==> config.mk <==
export PLATFORM = sky130hd
export DESIGN_NAME = motor_seq_ctrl
export DESIGN_NICKNAME = d
export VERILOG_FILES = /design/src/rtl/motor_seq_ctrl_pkg.sv /design/src/rtl/motor_seq_ctrl_timer.sv /design/src/rtl/motor_seq_ctrl.sv
export SDC_FILE = /design/constraint.sdc
export NUM_CORES = 1
export LEC_CHECK = 0
export ABC_AREA = 1
export ABC_CLOCK_PERIOD_IN_PS = 2630
export BUFFER_PORTS_ARGS = -buffer_cell sky130_fd_sc_hd__buf_2
export CORE_MARGIN = 4
export CORE_UTILIZATION = 55
export DETAILED_ROUTE_END_ITERATION = 8
export GPL_TIMING_DRIVEN = 0
export MAX_ROUTING_LAYER = met4
export PLACE_DENSITY_LB_ADDON = 0.1
export SYNTH_ARGS = -nofsm -noshare
export SYNTH_HDL_FRONTEND = slang
export SYNTH_SLANG_ARGS = --single-unit
==> constraint.sdc <==
create_clock -name div100_clk -period 2.63 [get_ports div100_clk]
set_input_delay 0.1315 -clock div100_clk [delete_from_list [all_inputs] [get_ports div100_clk]]
set_output_delay 0.1315 -clock div100_clk [all_outputs]
set_load 0.02 [all_outputs]
==> src/rtl/motor_seq_ctrl_pkg.sv <==
// Shared types and default widths for the motor command sequencer.
package motor_ctrl_pkg;

    typedef enum logic [1:0] {
        IDLE  = 2'd0,
        RUN   = 2'd1,
        DEAD  = 2'd2,
        FAULT = 2'd3
    } state_e;

    localparam int REP_W_DEF  = 8;
    localparam int WDOG_W_DEF = 22;
    localparam int SPEED_W    = 3;

endpackage

==> src/rtl/motor_seq_ctrl_timer.sv <==
// Loadable saturating down-counter; expire_o is high while the count sits at zero.
module cyc_timer #(
    parameter int W = 22
) (
    input  logic         div100_clk,
    input  logic         s_rst_n,
    input  logic         clr_i,
    input  logic         load_i,
    input  logic [W-1:0] load_val_i,
    input  logic         dec_i,
    output logic         expire_o
);

    logic [W-1:0] cnt_q, cnt_d;

    always_ff @(posedge div100_clk or negedge s_rst_n) begin
        if (!s_rst_n) cnt_q <= '0;
        else          cnt_q <= cnt_d;
    end

    always_comb begin
        cnt_d = cnt_q;
        if (clr_i)                          cnt_d = '0;
        else if (load_i)                    cnt_d = load_val_i;
        else if (dec_i && (cnt_q != '0))    cnt_d = cnt_q - W'(1);
    end

    assign expire_o = (cnt_q == '0);

endmodule

==> src/rtl/motor_seq_ctrl.sv <==
// Motion command sequencer feeding the PWM stage: repetition counting,
// dead-time on every stop/reversal, and a flag watchdog.
//
// state | meaning
// IDLE  | waiting for a command, cmd_ready high
// RUN   | PWM enabled, counting end-of-breath flags
// DEAD  | PWM disabled for the dead-time before resuming or finishing
// FAULT | flags stopped arriving; held until fault_clr
module motor_seq_ctrl
    import motor_ctrl_pkg::*;
#(
    parameter int DEADTIME_CYC = 50,
    parameter int WDOG_CYC     = 2100000,
    parameter int WDOG_W       = WDOG_W_DEF,
    parameter int REP_W        = REP_W_DEF
) (
    input  logic               div100_clk,
    input  logic               s_rst_n,
    input  logic               cmd_valid,
    output logic               cmd_ready,
    input  logic               cmd_dir,
    input  logic [SPEED_W-1:0] cmd_speed,
    input  logic [REP_W-1:0]   cmd_reps,
    input  logic               cmd_pingpong,
    input  logic               stop_req,
    input  logic               fault_clr,
    input  logic               pwm_flag,
    output logic               pwm_enable,
    output logic               pwm_direct,
    output logic [SPEED_W-1:0] pwm_cnt,
    output logic               busy,
    output logic               done,
    output logic               aborted,
    output logic               fault,
    output logic [REP_W-1:0]   reps_left
);

    state_e             state_q, state_d;
    logic               end_q, end_d;
    logic               abort_q, abort_d;
    logic               pp_q, pp_d;
    logic               reps_nz_q, reps_nz_d;
    logic               ready_q, ready_d;
    logic               busy_q, busy_d;
    logic               done_q, done_d;
    logic               aborted_q, aborted_d;
    logic               fault_q, fault_d;
    logic               en_q, en_d;
    logic               dir_q, dir_d;
    logic [SPEED_W-1:0] cnt_q, cnt_d;
    logic [REP_W-1:0]   reps_q, reps_d;

    logic wd_load, wd_dec, wd_exp;
    logic dt_load, dt_dec, dt_exp;
    logic end_now, abort_now;

    cyc_timer #(.W(WDOG_W)) u_wdog (
        .div100_clk (div100_clk),
        .s_rst_n    (s_rst_n),
        .clr_i      (state_q == FAULT),
        .load_i     (wd_load),
        .load_val_i (WDOG_W'(WDOG_CYC - 1)),
        .dec_i      (wd_dec),
        .expire_o   (wd_exp)
    );

    cyc_timer #(.W(WDOG_W)) u_dead (
        .div100_clk (div100_clk),
        .s_rst_n    (s_rst_n),
        .clr_i      (state_q == FAULT),
        .load_i     (dt_load),
        .load_val_i (WDOG_W'(DEADTIME_CYC - 1)),
        .dec_i      (dt_dec),
        .expire_o   (dt_exp)
    );

    always_ff @(posedge div100_clk or negedge s_rst_n) begin
        if (!s_rst_n) begin
            state_q   <= IDLE;
            end_q     <= 1'b0;
            abort_q   <= 1'b0;
            pp_q      <= 1'b0;
            reps_nz_q <= 1'b0;
            ready_q   <= 1'b1;
            busy_q    <= 1'b0;
            done_q    <= 1'b0;
            aborted_q <= 1'b0;
            fault_q   <= 1'b0;
            en_q      <= 1'b0;
            dir_q     <= 1'b0;
            cnt_q     <= '0;
            reps_q    <= '0;
        end else begin
            state_q   <= state_d;
            end_q     <= end_d;
            abort_q   <= abort_d;
            pp_q      <= pp_d;
            reps_nz_q <= reps_nz_d;
            ready_q   <= ready_d;
            busy_q    <= busy_d;
            done_q    <= done_d;
            aborted_q <= aborted_d;
            fault_q   <= fault_d;
            en_q      <= en_d;
            dir_q     <= dir_d;
            cnt_q     <= cnt_d;
            reps_q    <= reps_d;
        end
    end

    // A stop seen during a mid-sequence dead-time converts it into an abort.
    assign end_now   = end_q | stop_req;
    assign abort_now = abort_q | (stop_req & ~end_q);

    always_comb begin
        state_d   = state_q;
        end_d     = end_q;
        abort_d   = abort_q;
        pp_d      = pp_q;
        reps_nz_d = reps_nz_q;
        done_d    = 1'b0;
        aborted_d = 1'b0;
        fault_d   = fault_q;
        en_d      = en_q;
        dir_d     = dir_q;
        cnt_d     = cnt_q;
        reps_d    = reps_q;
        wd_load   = 1'b0;
        wd_dec    = 1'b0;
        dt_load   = 1'b0;
        dt_dec    = 1'b0;

        case (state_q)
            IDLE: begin
                if (cmd_valid) begin
                    dir_d     = cmd_dir;
                    cnt_d     = cmd_speed;
                    reps_d    = cmd_reps;
                    reps_nz_d = (cmd_reps != '0);
                    pp_d      = cmd_pingpong;
                    end_d     = 1'b0;
                    abort_d   = 1'b0;
                    en_d      = 1'b1;
                    wd_load   = 1'b1;
                    state_d   = RUN;
                end
            end
            RUN: begin
                if (stop_req) begin
                    en_d    = 1'b0;
                    end_d   = 1'b1;
                    abort_d = 1'b1;
                    dt_load = 1'b1;
                    state_d = DEAD;
                end else if (pwm_flag) begin
                    wd_load = 1'b1;
                    if (reps_nz_q && (reps_q == REP_W'(1))) begin
                        reps_d  = '0;
                        en_d    = 1'b0;
                        end_d   = 1'b1;
                        abort_d = 1'b0;
                        dt_load = 1'b1;
                        state_d = DEAD;
                    end else begin
                        if (reps_q != '0) reps_d = reps_q - REP_W'(1);
                        if (pp_q) begin
                            en_d    = 1'b0;
                            dir_d   = ~dir_q;
                            end_d   = 1'b0;
                            dt_load = 1'b1;
                            state_d = DEAD;
                        end
                    end
                end else if (wd_exp) begin
                    en_d    = 1'b0;
                    dir_d   = 1'b0;
                    cnt_d   = '0;
                    fault_d = 1'b1;
                    state_d = FAULT;
                end else begin
                    wd_dec = 1'b1;
                end
            end
            DEAD: begin
                if (dt_exp) begin
                    if (end_now) begin
                        done_d    = 1'b1;
                        aborted_d = abort_now;
                        end_d     = 1'b0;
                        abort_d   = 1'b0;
                        state_d   = IDLE;
                    end else begin
                        en_d    = 1'b1;
                        wd_load = 1'b1;
                        state_d = RUN;
                    end
                end else begin
                    dt_dec  = 1'b1;
                    end_d   = end_now;
                    abort_d = abort_now;
                end
            end
            FAULT: begin
                en_d  = 1'b0;
                dir_d = 1'b0;
                cnt_d = '0;
                if (fault_clr) begin
                    fault_d = 1'b0;
                    state_d = IDLE;
                end
            end
            default: state_d = IDLE;
        endcase

        ready_d = (state_d == IDLE);
        busy_d  = (state_d != IDLE);
    end

    assign cmd_ready  = ready_q;
    assign busy       = busy_q;
    assign done       = done_q;
    assign aborted    = aborted_q;
    assign fault      = fault_q;
    assign pwm_enable = en_q;
    assign pwm_direct = dir_q;
    assign pwm_cnt    = cnt_q;
    assign reps_left  = reps_q;

endmodule

# ---- Word level (Yosys, flattened, before mapping)
# Cells that the tools add are included.
dict set report word_totals {
  reg_bits 68
  in_bits 19
  output_inout_bits 18
  wordCells 154
}
dict set report classes {
  add_sub_neg 3
  eq_ne 22
  mux 82
  bitwise 5
  reduce_logical 26
}
# op n
set ops {}
lappend ops {{22-bit two-way mux} 6}
lappend ops {{1-bit two-way mux} 50}
lappend ops {{22-bit zero test} 2}
lappend ops {{22-bit nonzero test} 2}
lappend ops {{22-bit by 1-bit subtractor with 22-bit output (second input constant)} 2}
lappend ops {{8-bit two-way mux} 5}
lappend ops {{5-bit AND reduction} 6}
lappend ops {{3-bit != test (second input constant)} 6}
lappend ops {{2-bit two-way mux} 8}
lappend ops {{8-bit case mux with 2 select lines} 1}
lappend ops {{8-bit nonzero test} 2}
lappend ops {{2-bit != test (second input constant)} 7}
lappend ops {{3-bit two-way mux} 4}
lappend ops {{1-bit case mux with 3 select lines} 4}
lappend ops {{3-bit nonzero test} 4}
lappend ops {{3-bit case mux with 3 select lines} 1}
lappend ops {{8-bit by 1-bit == test with 1-bit output (second input constant)} 1}
lappend ops {{2-bit case mux with 4 select lines} 1}
lappend ops {{8-bit by 1-bit subtractor with 8-bit output (second input constant)} 1}
lappend ops {{6-bit AND reduction} 1}
lappend ops {{2-bit nonzero test} 3}
lappend ops {{5-bit != test (second input constant)} 1}
lappend ops {{2-bit == test (second input constant)} 2}
lappend ops {{2-bit zero test} 2}
lappend ops {{other kinds (12)} 16}

# ---- Logic depth before layout (Yosys ltp)
# Gate-level depths: netlist (run 1).
dict set report depth {
  ltp_word 9
  mapped_depth 14
  ltp_nobuf 14
}

# ---- By module
# A second synthesis (run 1) with hierarchy kept.
dict set report unflattened {
  cells_unflattened 755
  area_unflattened_um2 5134.9
}
# mod instances cells_each area_per_inst_um2 seq_area_each_um2
set modules_own_cells {}
lappend modules_own_cells {cyc_timer 2 259 1740.4 550.5}
lappend modules_own_cells {motor_seq_ctrl 1 237 1654.1 601.8}

# ---- Least setup slack after synthesis (run 1)
# OpenSTA, ideal clock, no wires.
dict set report synth_timing {
  path_type {reg-to-reg}
  start {reg state_q[1]}
  end {reg u_wdog.cnt_q[16]}
  setup_ps 74
  arrival_ps 1768
  required_ps 2556
  slack_ps 788
  stages_incl_launch_ff 12
  path_buffers 2
  period_less_slack_ps 1842
  cell_sequence {dfrtp_1 -> inv_1 -> ha_1 -> buf_2 -> nand2_1 -> inv_1 -> a21oi_1 -> nand2_2 -> inv_4 -> clkbuf_1 -> nand3_1 -> o21ai_2}
}
dict set report synth_via {
  elab_chain_len 4
  word_cells_on_any_way 10
  cone_classes {eq/ne: 3; mux: 4; reduce/logical: 3}
}
# item line
set synth_rtl {}
lappend synth_rtl {{start: declaration} motor_seq_ctrl.sv:38} ;# state_e state_q, state_d;
lappend synth_rtl {{start signal: assignment} motor_seq_ctrl.sv:94} ;# state_q <= state_d;
lappend synth_rtl {{2-bit == test (tied with other cells)} motor_seq_ctrl.sv:133} ;# case (state_q)
lappend synth_rtl {{1-bit case mux with 3 select lines / 1-bit two-way mux (equally long branches)} motor_seq_ctrl.sv:133}
lappend synth_rtl {{22-bit two-way mux / 1-bit logical AND (equally long branches)} {motor_seq_ctrl_timer.sv:24, motor_seq_ctrl_timer.sv:25}}
lappend synth_rtl {{22-bit two-way mux / 3-bit nonzero test (equally long branches)} --}
lappend synth_rtl {{end signal: assignment} motor_seq_ctrl_timer.sv:18} ;# else cnt_q <= cnt_d;
lappend synth_rtl {{end: declaration} motor_seq_ctrl_timer.sv:14} ;# logic [W-1:0] cnt_q, cnt_d;
# Several ways; a longest one is shown, not always the timed one.
# A chain may end at the register's enable or synchronous reset.

# ---- Final worst setup path (run 1)
dict set report layout_timing {
  start {reg state_q[1]}
  end {reg u_wdog.cnt_q[19]}
}
# Same word-level chain as after synthesis.

==> flow_summary_export.csv, run 1 <==
group,metric,value,unit
setup_path,path_cells,"inv_1 -> ha_1 -> buf_2 -> nand2_1 -> inv_1 -> a21oi_1 -> nand2_2 -> inv_4 -> clkbuf_1 -> nand3_1 -> o21ai_2",
sta,slew_headroom,0.421,
floorplan,ios,37,
floorplan,chipWidth,97.6,um
synth,yosysTopAreaCell,"dfrtp_1",
sta,fin_setup_tns,0,ns
synth,synthCells,598,
drt,wirelength,10100,um
pwr,p_leak,2.47,nW
run,maxCapViolCount,0,
setup_path,endpoint_kind,"register",
cells_and_area,final_common_cell,"nand2_1",
floorplan,placement_rows,32,
setup_path,crit_family,"buffers and inverters",
synth,async_flop_share,1.00,
setup_path,path_buf_inv,5,
clock_tree,tritoncts,"built",
pwr,p_per_area,1320,nW/um^2
clock_tree,clockBufferDepth,2,
placed_design,port_buffers,36,
sta,drv_slew,0,
sta,finalClockSkew,0.00953,ns
setup_path,cp_slowest_cell,"dfrtp_1",
synth,synth_top_area_frac,0.380,
sta,post-route-period-util,0.870,
sta,hold_violations,0,
synth,synthFlopType,"dfrtp_1",
floorplan,start_util,0.568,
clock_tree,clk_latency,0.34,ns
clock_tree,cts_buffers,9,
synth,synth_fp_nets,628,
setup_path,crit_fanout,10,
pwr,ir_drop,0.679,mV
drt,via_per_inst,5.27,
clock_tree,htreeDepth,3,
drt,drt_iter0_markers,204,
grt,grt_pass1_vias,3916,
setup_path,worst-setup-path-type,"reg2reg",
cells_and_area,layout_common_cells,"nand2_1 (118), nor2_1 (79), inv_1 (75), dfrtp_1 (67), nand3_1 (60)",
setup_path,crit_arrival,2.56,ns
clock_tree,clockRootBuffer,"clkbuf_8",
grt,antenna_found_initial,0,
synth,ys_seq_elements,68,
setup_path,slowest_delay,0.41,ns
setup_path,crit_path_frequent_cell,"inv_1",
synth,ys_types,42,
synth,synth.area.top_cells,"dfrtp_1 (38%), nand2_1 (10%), nand3_1 (6.8%), nor2_1 (6.7%), inv_1 (6.4%)",
cells_and_area,stdcell_count,753,
grt,grt_max_degree,69,
floorplan,core,7770,sq um
sta,fin_crit,2.29,ns
placed_design,dp_hpwl,7320,um
worst_hold_path,hold_class,"in2reg",
cells_and_area,post-route-util,0.635,
synth,yosys_warnings,0,
synth,syn_area,4410,sq um
clock_tree,cts_sinks,68,
synth,synth.avg_cell_area,7.38,sq um
synth,synth_edf_count,0,
sta,holdWs,0.0168,ns
run_status,status,"finished clean",
sta,worst_pin_slew,0.868,ns
sta,rsz0062_at_grt,"false",
floorplan,dieArea,9520,sq um
drt,antenna_left,0,
sta,fmax,437,MHz
cells_and_area,drive_gt1_frac,0.161,
cells_and_area,nets,676,
cells_and_area,area_delta_synth_final,11.9,%
drt,drc_errors,0,
drt,drt-pass1-iter-count,5,
setup_path,critPathLaunchType,"register",
grt,grt_first_pass_wirelength,17900,um
cells_and_area,antenna_cells,0,
drt,wire_per_inst,13.5,um
setup_path,cp.required,2.90,ns
floorplan,die_h,97.6,um
placed_design,gp_congestion,0.864,
grt,grt_usage,0.235,
clock_tree,clk_pin_slew,0.08,ns
sta,finalSetupViolCount,0,
grt,overflow,0,
placed_design,dp_cells,736,
drt,vias,3965,
pwr,finalPower,6.50,mW
synth,ys_seq_area_frac,0.386,
Yosys cell counts, types with 7 or more instances:
| master | count |
|---|---|
| dfrtp_1 | 67 |
| nor2_1 | 79 |
| a21oi_1 | 19 |
| ha_1 | 11 |
| nand4_1 | 7 |
| nand3_1 | 60 |
| nand2_1 | 118 |
| nor2_2 | 12 |
| o21ai_0 | 49 |
| xor2_1 | 15 |
| inv_1 | 75 |
| nor3_1 | 9 |
| o21ai_1 | 9 |
| o21ai_2 | 7 |
logic make-up (layout without fill, tap and decap cells):
| logic type | count (synthesis) | count (layout) | synth area share |
|---|---|---|---|
| XOR/XNOR | 20 | 20 | 0.0397 |
| buffers and inverters | 90 | 143 | 0.0871 |
| AO/OA/AOI/OAI | 99 | 99 | 0.132 |
| adder cells (fa/ha/maj) | 11 | 11 | 0.0312 |
| AND/OR/NAND/NOR | 310 | 310 | 0.324 |
| flip-flops | 68 | 68 | 0.386 |
flip-flops by register name, indices dropped and copies added (netlist names):
register	flops
u_dead.cnt_q	22
u_wdog.cnt_q	22
reps_left	8
pwm_cnt	3
state_q	2
abort_q	1
aborted	1
busy	1
cmd_ready	1
done	1
end_q	1
fault	1
pp_q	1
pwm_direct	1
pwm_enable	1
reps_nz_q	1
power breakdown:
part / total [mW] / leakage [nW] / switching (mW) / internal (mW)
logic: 3.78 / 1.49 / 2.46 / 1.32
clock network: 0.895 / 0.102 / 0.407 / 0.488
registers: 1.82 / 0.884 / 0.358 / 1.46
worst paths after layout:
| kind | depth (start not counted) | start | end | slack, ns |
|---|---|---|---|---|
| max | 11 | state_q[1]$_DFF_PN0_ | u_wdog.cnt_q[19]$_DFFE_PN0P_ | 0.34 |
| min | 3 | cmd_pingpong | pp_q$_DFFE_PN0P_ | 0.02 |
| max reg2reg | 11 | state_q[1]$_DFF_PN0_ | u_wdog.cnt_q[19]$_DFFE_PN0P_ | 0.34 |
| min reg2reg | 2 | pwm_cnt[0]$_DFFE_PN0P_ | pwm_cnt[0]$_DFFE_PN0P_ | 0.49 |
| max in group asynchronous | 2 | s_rst_n | reps_nz_q$_DFFE_PN0P_ | 1.61 |
| min in group asynchronous | 2 | s_rst_n | u_wdog.cnt_q[7]$_DFFE_PN0P_ | 0.44 |
layer usage:
layer / GRT usage / part of all wire / vias to the layer above
met3: 0.0345 / 0.041 / 11
li1: - / - / 2036
met4: 0.0639 / 0.013 / 0
met2: 0.380 / 0.48 / 83
met5: - / 0 / -
met1: 0.309 / 0.47 / 1835
area by class of cell:
cell class                 instances  area (sq um)
sequential                        68          1700
timing repair buffer              37           193
inverter                          79           299
tap                              102           128
multi-input combinational        440          2320
clock buffer                      12           155
clock inverter                     4          47.5
fill                             703          2830
buffer                            11          85.1
what timing repair did:
item | in CTS | in global routing
hold endpoints to repair | 67 | 0
gates resized for setup | 0 | 0
endpoints found under the setup margin | 0 | 0
buffers inserted | 0 | 0
hold buffers | 1 | 0
per-stage QoR:
| step | instance area (sq um) | setup WS (ns) |
|---|---|---|
| after floorplan | 4410 | 0.788 |
| after global placement | 4720 | 0.415 |
| after detailed placement | 4720 | 0.385 |
| after CTS | 4930 | 0.349 |
| after global routing | 4930 | 0.184 |
| final | 4930 | 0.341 |
tightest hold or removal path: cells and delay by family:
kind	cells	cell delay, ns
buffers and inverters	1	0.09
AO/OA/AOI/OAI	1	0.06
AND/OR/NAND/NOR	1	0.04
Power figures use the tool's default switching activity.
==> inputs of run 2 (changes only) <==
==> constraint.sdc (replaced) <==
create_clock -name div100_clk -period 2.63 [get_ports div100_clk]
set_input_delay 0.526 -clock div100_clk [delete_from_list [all_inputs] [get_ports div100_clk]]
set_output_delay 0.526 -clock div100_clk [all_outputs]
set_load 0.02 [all_outputs]
==> flow_summary_export.csv, run 2 (synthesized netlist as in run 1, its figures left out) <==
group,metric,value,unit
clock_tree,cts_sinks,68,
cells_and_area,post-route-util,0.634,
placed_design,port_buffers,36,
drt,drt_iter0_markers,205,
sta,finalClockSkew,0.00960,ns
sta,fin_crit,2.26,ns
sta,hold_violations,0,
setup_path,worst-r2r-cell-count,11,
sta,fmax,442,MHz
grt,grtUsageMet1,0.309,
setup_path,critPathLaunchType,"register",
run,maxCapViolCount,0,
pwr,p_per_area,1320,nW/um^2
run_status,status,"finished clean",
clock_tree,cts_resized,0,
placed_design,dpl_worst_slack,0.385,ns
setup_path,path_cells,"inv_1 -> ha_1 -> buf_2 -> nand2_1 -> inv_1 -> a21oi_1 -> nand2_2 -> inv_4 -> clkbuf_1 -> nand3_1 -> o21ai_2",
clock_tree,cts_buffers,9,
grt,grt_usage,0.235,
cells_and_area,post-route-cell-area,4920,sq um
drt,vias,3933,
placed_design,gp_congestion,0.864,
drt,wirelength,10100,um
sta,finalSetupViolCount,0,
sta,fin_setup_tns,0,ns
floorplan,core,7770,sq um
clock_tree,clk_pin_slew,0.08,ns
drt,drt-pass1-iter-count,5,
floorplan,dieArea,9520,sq um
floorplan,placement_rows,32,
placed_design,place_area,4720,sq um
floorplan,ios,37,
cells_and_area,area_delta_synth_final,11.6,%
setup_path,crit_arrival,2.54,ns
worst_hold_path,hold_class,"in2async",
grt,grt_first_pass_wirelength,17900,um
sta,holdWs,0.287,ns
setup_path,crit_path_frequent_cell,"inv_1",
floorplan,chipWidth,97.6,um
drt,drc_errors,0,
setup_path,rrSetupSlack,0.37,ns
cells_and_area,layout_common_cells,"nand2_1 (118), nor2_1 (79), inv_1 (75), dfrtp_1 (67), nand3_1 (60)",
pwr,ir_drop,0.679,mV
placed_design,dp_cells,736,
sta,setup_slack,0.367,ns
clock_tree,clockRootBuffer,"clkbuf_8",
floorplan,start_util,0.568,
grt,overflow,0,
cells_and_area,nets,675,
cells_and_area,fillers,704,
clock_tree,tritoncts,"built",
cells_and_area,stdcell_count,752,
setup_path,timing.rr.start,"state_q[1]$_DFF_PN0_",
sta,drv_slew,0,
clock_tree,cts_setup_buffers,0,
grt,grt_pass1_vias,3916,
cells_and_area,antenna_cells,0,
grt,top_usage_layer,"met2",
cells_and_area,drive_gt1_frac,0.162,
drt,via_per_inst,5.23,
setup_path,cp.required,2.90,ns
grt,antenna_found_initial,0,
grt,use_met2,0.380,
grt,use_met3,0.0352,
floorplan,die_h,97.6,um
drt,wire_per_inst,13.4,um
pwr,finalPower,6.50,mW
setup_path,crit_fanout,10,
clock_tree,clk_latency,0.34,ns
clock_tree,clockBufferDepth,2,
clock_tree,htreeDepth,3,
drt,antenna_left,0,
sta,slew_headroom,0.424,
sta,rsz0062_at_grt,"false",
cells_and_area,final_common_cell,"nand2_1",
setup_path,worst-setup-path-type,"reg2reg",
setup_path,worstReg2RegEnd,"u_wdog.cnt_q[19]$_DFFE_PN0P_",
setup_path,slowest_delay,0.42,ns
sta,worst_pin_slew,0.864,ns
sta,post-route-period-util,0.861,
clock_tree,cts_hold_buf,0,
grt,grt_max_degree,69,
setup_path,endpoint_kind,"register",
pwr,p_leak,2.47,nW
setup_path,cp_slowest_cell,"dfrtp_1",
placed_design,dp_hpwl,7320,um
==> run 2: cell count changes in the layout (fill, tap and decap cells not counted), sizes merged <==
cell	delta
dlygate4sd3	-1
==> run 2: how the worst max path moves through the flow <==
stage	cells past startpoint	startpoint	endpoint	slack, ns
after global placement	11	state_q[1]$_DFF_PN0_	u_wdog.cnt_q[16]$_DFFE_PN0P_	0.42
after CTS	11	state_q[1]$_DFF_PN0_	u_wdog.cnt_q[19]$_DFFE_PN0P_	0.35
final	11	state_q[1]$_DFF_PN0_	u_wdog.cnt_q[19]$_DFFE_PN0P_	0.37
after global routing	11	state_q[1]$_DFF_PN0_	u_wdog.cnt_q[19]$_DFFE_PN0P_	0.18
after detailed placement	11	state_q[1]$_DFF_PN0_	u_wdog.cnt_q[12]$_DFFE_PN0P_	0.39
after floorplan	11	state_q[1]$_DFF_PN0_	u_wdog.cnt_q[16]$_DFFE_PN0P_	0.79
==> run 2: worst max-delay path, delay by kind of cell, from the launching register on <==
family,cells,cell delay (ns)
adder cells (fa/ha/maj),1,0.17
AO/OA/AOI/OAI,2,0.26
flip-flops,1,0.42
buffers and inverters,5,0.87
AND/OR/NAND/NOR,3,0.48
==> run 2: power breakdown <==
part | switching, mW | internal [mW] | total (mW)
Sequential | 0.357 | 1.46 | 1.82
Clock | 0.404 | 0.487 | 0.892
Combinational | 2.46 | 1.32 | 3.78
Total | 3.22 | 3.28 | 6.50
==> run 2: cell type report <==
cell class              count  area, sq um  share of cell area
plain buffers              11         85.1              0.0173
clock buffers              12          155              0.0315
clock inverters             4         47.5             0.00965
inverters                  79          299              0.0607
multi-input cells         440         2320               0.472
flip-flops and latches     68         1700               0.346
well taps                 102          128              0.0259
repair buffers             36          183              0.0371
==> run 2: per-layer routing <==
metal  wire length [um]  vias up
li1                   -     2038
met5                  0        -
met2               4830       90
met1               4730     1796
met3                410        9
met4                116        0
==> inputs of run 3 (changes only) <==
PLACE_DENSITY = 0.77   (was not set)
PLACE_DENSITY_LB_ADDON = not set   (was 0.1)
==> flow_summary_export.csv, run 3 (synthesized netlist as in run 1, its figures left out) <==
group,metric,value,unit
run_status,status,"finished clean",
setup_path,crit_fanout,10,
sta,post-route-period-util,0.871,
pwr,ir_drop,0.638,mV
pwr,p_leak,2.47,nW
placed_design,port_buffers,36,
placed_design,dp_hpwl,7700,um
sta,worst_pin_slew,0.875,ns
sta,drv_slew,0,
grt,grt_usage,0.241,
clock_tree,cts_buffers,9,
setup_path,endpoint_kind,"register",
clock_tree,clockBufferDepth,2,
setup_path,cp.required,2.91,ns
clock_tree,tritoncts,"built",
drt,wirelength,10400,um
clock_tree,cts_sinks,68,
sta,finalSetupViolCount,0,
sta,fin_setup_tns,0,ns
pwr,finalPower,6.50,mW
drt,wire_per_inst,13.9,um
drt,drt-pass1-iter-count,5,
floorplan,chipWidth,97.6,um
cells_and_area,antenna_cells,0,
drt,drc_errors,0,
floorplan,placement_rows,32,
cells_and_area,nets,675,
setup_path,crit_arrival,2.57,ns
setup_path,path_cells,"inv_1 -> ha_1 -> buf_2 -> nand2_1 -> inv_1 -> a21oi_1 -> nand2_2 -> inv_4 -> clkbuf_1 -> nand3_1 -> o21ai_1",
cells_and_area,post-route-cell-area,4910,sq um
cells_and_area,post-route-util,0.632,
floorplan,die_h,97.6,um
drt,drt_iter0_markers,228,
setup_path,crit_family,"buffers and inverters",
sta,fin_crit,2.29,ns
floorplan,ios,37,
drt,antenna_left,0,
sta,setup_slack,0.340,ns
clock_tree,cts_setup_buffers,0,
sta,hold_violations,0,
cells_and_area,area_delta_synth_final,11.3,%
setup_path,worst-setup-path-type,"reg2reg",
grt,antenna_found_initial,0,
clock_tree,clk_latency,0.35,ns
sta,finalClockSkew,0.0108,ns
setup_path,cp_slowest_cell,"dfrtp_1",
run,maxCapViolCount,0,
sta,slew_headroom,0.417,
grt,grt_first_pass_wirelength,18500,um
cells_and_area,layout_common_cells,"nand2_1 (118), nor2_1 (79), inv_1 (75), dfrtp_1 (67), nand3_1 (60)",
cells_and_area,final_common_cell,"nand2_1",
floorplan,core,7770,sq um
cells_and_area,stdcell_count,750,
drt,via_per_inst,5.45,
sta,holdWs,0.307,ns
cells_and_area,drive_gt1_frac,0.159,
cells_and_area,fillers,704,
grt,grt_max_degree,69,
placed_design,dpl_worst_slack,0.359,ns
setup_path,path_buf_inv,5,
clock_tree,htreeDepth,3,
sta,fmax,437,MHz
clock_tree,clk_pin_slew,0.08,ns
setup_path,critPathLaunchType,"register",
pwr,p_per_area,1320,nW/um^2
grt,overflow,0,
placed_design,dp_cells,736,
clock_tree,clockRootBuffer,"clkbuf_8",
setup_path,slowest_delay,0.43,ns
setup_path,crit_path_frequent_cell,"inv_1",
grt,grt_pass1_vias,4084,
worst_hold_path,hold_class,"in2async",
placed_design,place_area,4720,sq um
clock_tree,cts_hold_buf,0,
floorplan,dieArea,9520,sq um
sta,rsz0062_at_grt,"false",
clock_tree,cts_resized,0,
placed_design,gp_congestion,0.911,
drt,vias,4087,
floorplan,start_util,0.568,
-- run 3: changes by cell type in the layout (fill, tap and decap cells not counted), sizes merged --
cell	change
clkinv	-1
clkinvlp	-1
-- run 3: routing by layer --
| metal | up-vias | wire, um | track usage |
|---|---|---|---|
| met2 | 123 | 5050 | 0.384 |
| met3 | 18 | 589 | 0.0510 |
| met5 | - | 0 | - |
| li1 | 2032 | - | - |
| met1 | 1914 | 4590 | 0.302 |
| met4 | 0 | 175 | 0.0948 |
-- run 3: worst paths after layout --
| check | from | end | slack, ns | cells after the start |
|---|---|---|---|---|
| worst max-delay path | state_q[1]$_DFF_PN0_ | u_wdog.cnt_q[14]$_DFFE_PN0P_ | 0.34 | 11 |
| worst min-delay path | s_rst_n | u_wdog.cnt_q[9]$_DFFE_PN0P_ | 0.31 | 1 |
| worst max register to register | state_q[1]$_DFF_PN0_ | u_wdog.cnt_q[14]$_DFFE_PN0P_ | 0.34 | 11 |
| worst min register to register | pwm_cnt[0]$_DFFE_PN0P_ | pwm_cnt[0]$_DFFE_PN0P_ | 0.48 | 2 |
| max in group asynchronous | s_rst_n | busy$_DFF_PN0_ | 1.77 | 1 |
| min in group div100_clk | cmd_pingpong | pp_q$_DFFE_PN0P_ | 0.39 | 3 |
-- run 3: final cells by class --
cell class / count / area [sq um] / share of cell area
inverter: 79 / 299 / 0.0609
multi-input combinational: 440 / 2320 / 0.473
sequential: 68 / 1700 / 0.347
clock buffer: 12 / 155 / 0.0316
clock inverter: 2 / 35.0 / 0.00713
tap: 102 / 128 / 0.0260
timing repair buffer: 36 / 183 / 0.0372
buffer: 11 / 85.1 / 0.0173
-- run 3: report_power, final --
group          leakage [nW]  internal, mW  switching (mW)
registers             0.884          1.46           0.375
clock network        0.0983         0.479           0.397
logic                  1.48          1.32            2.46
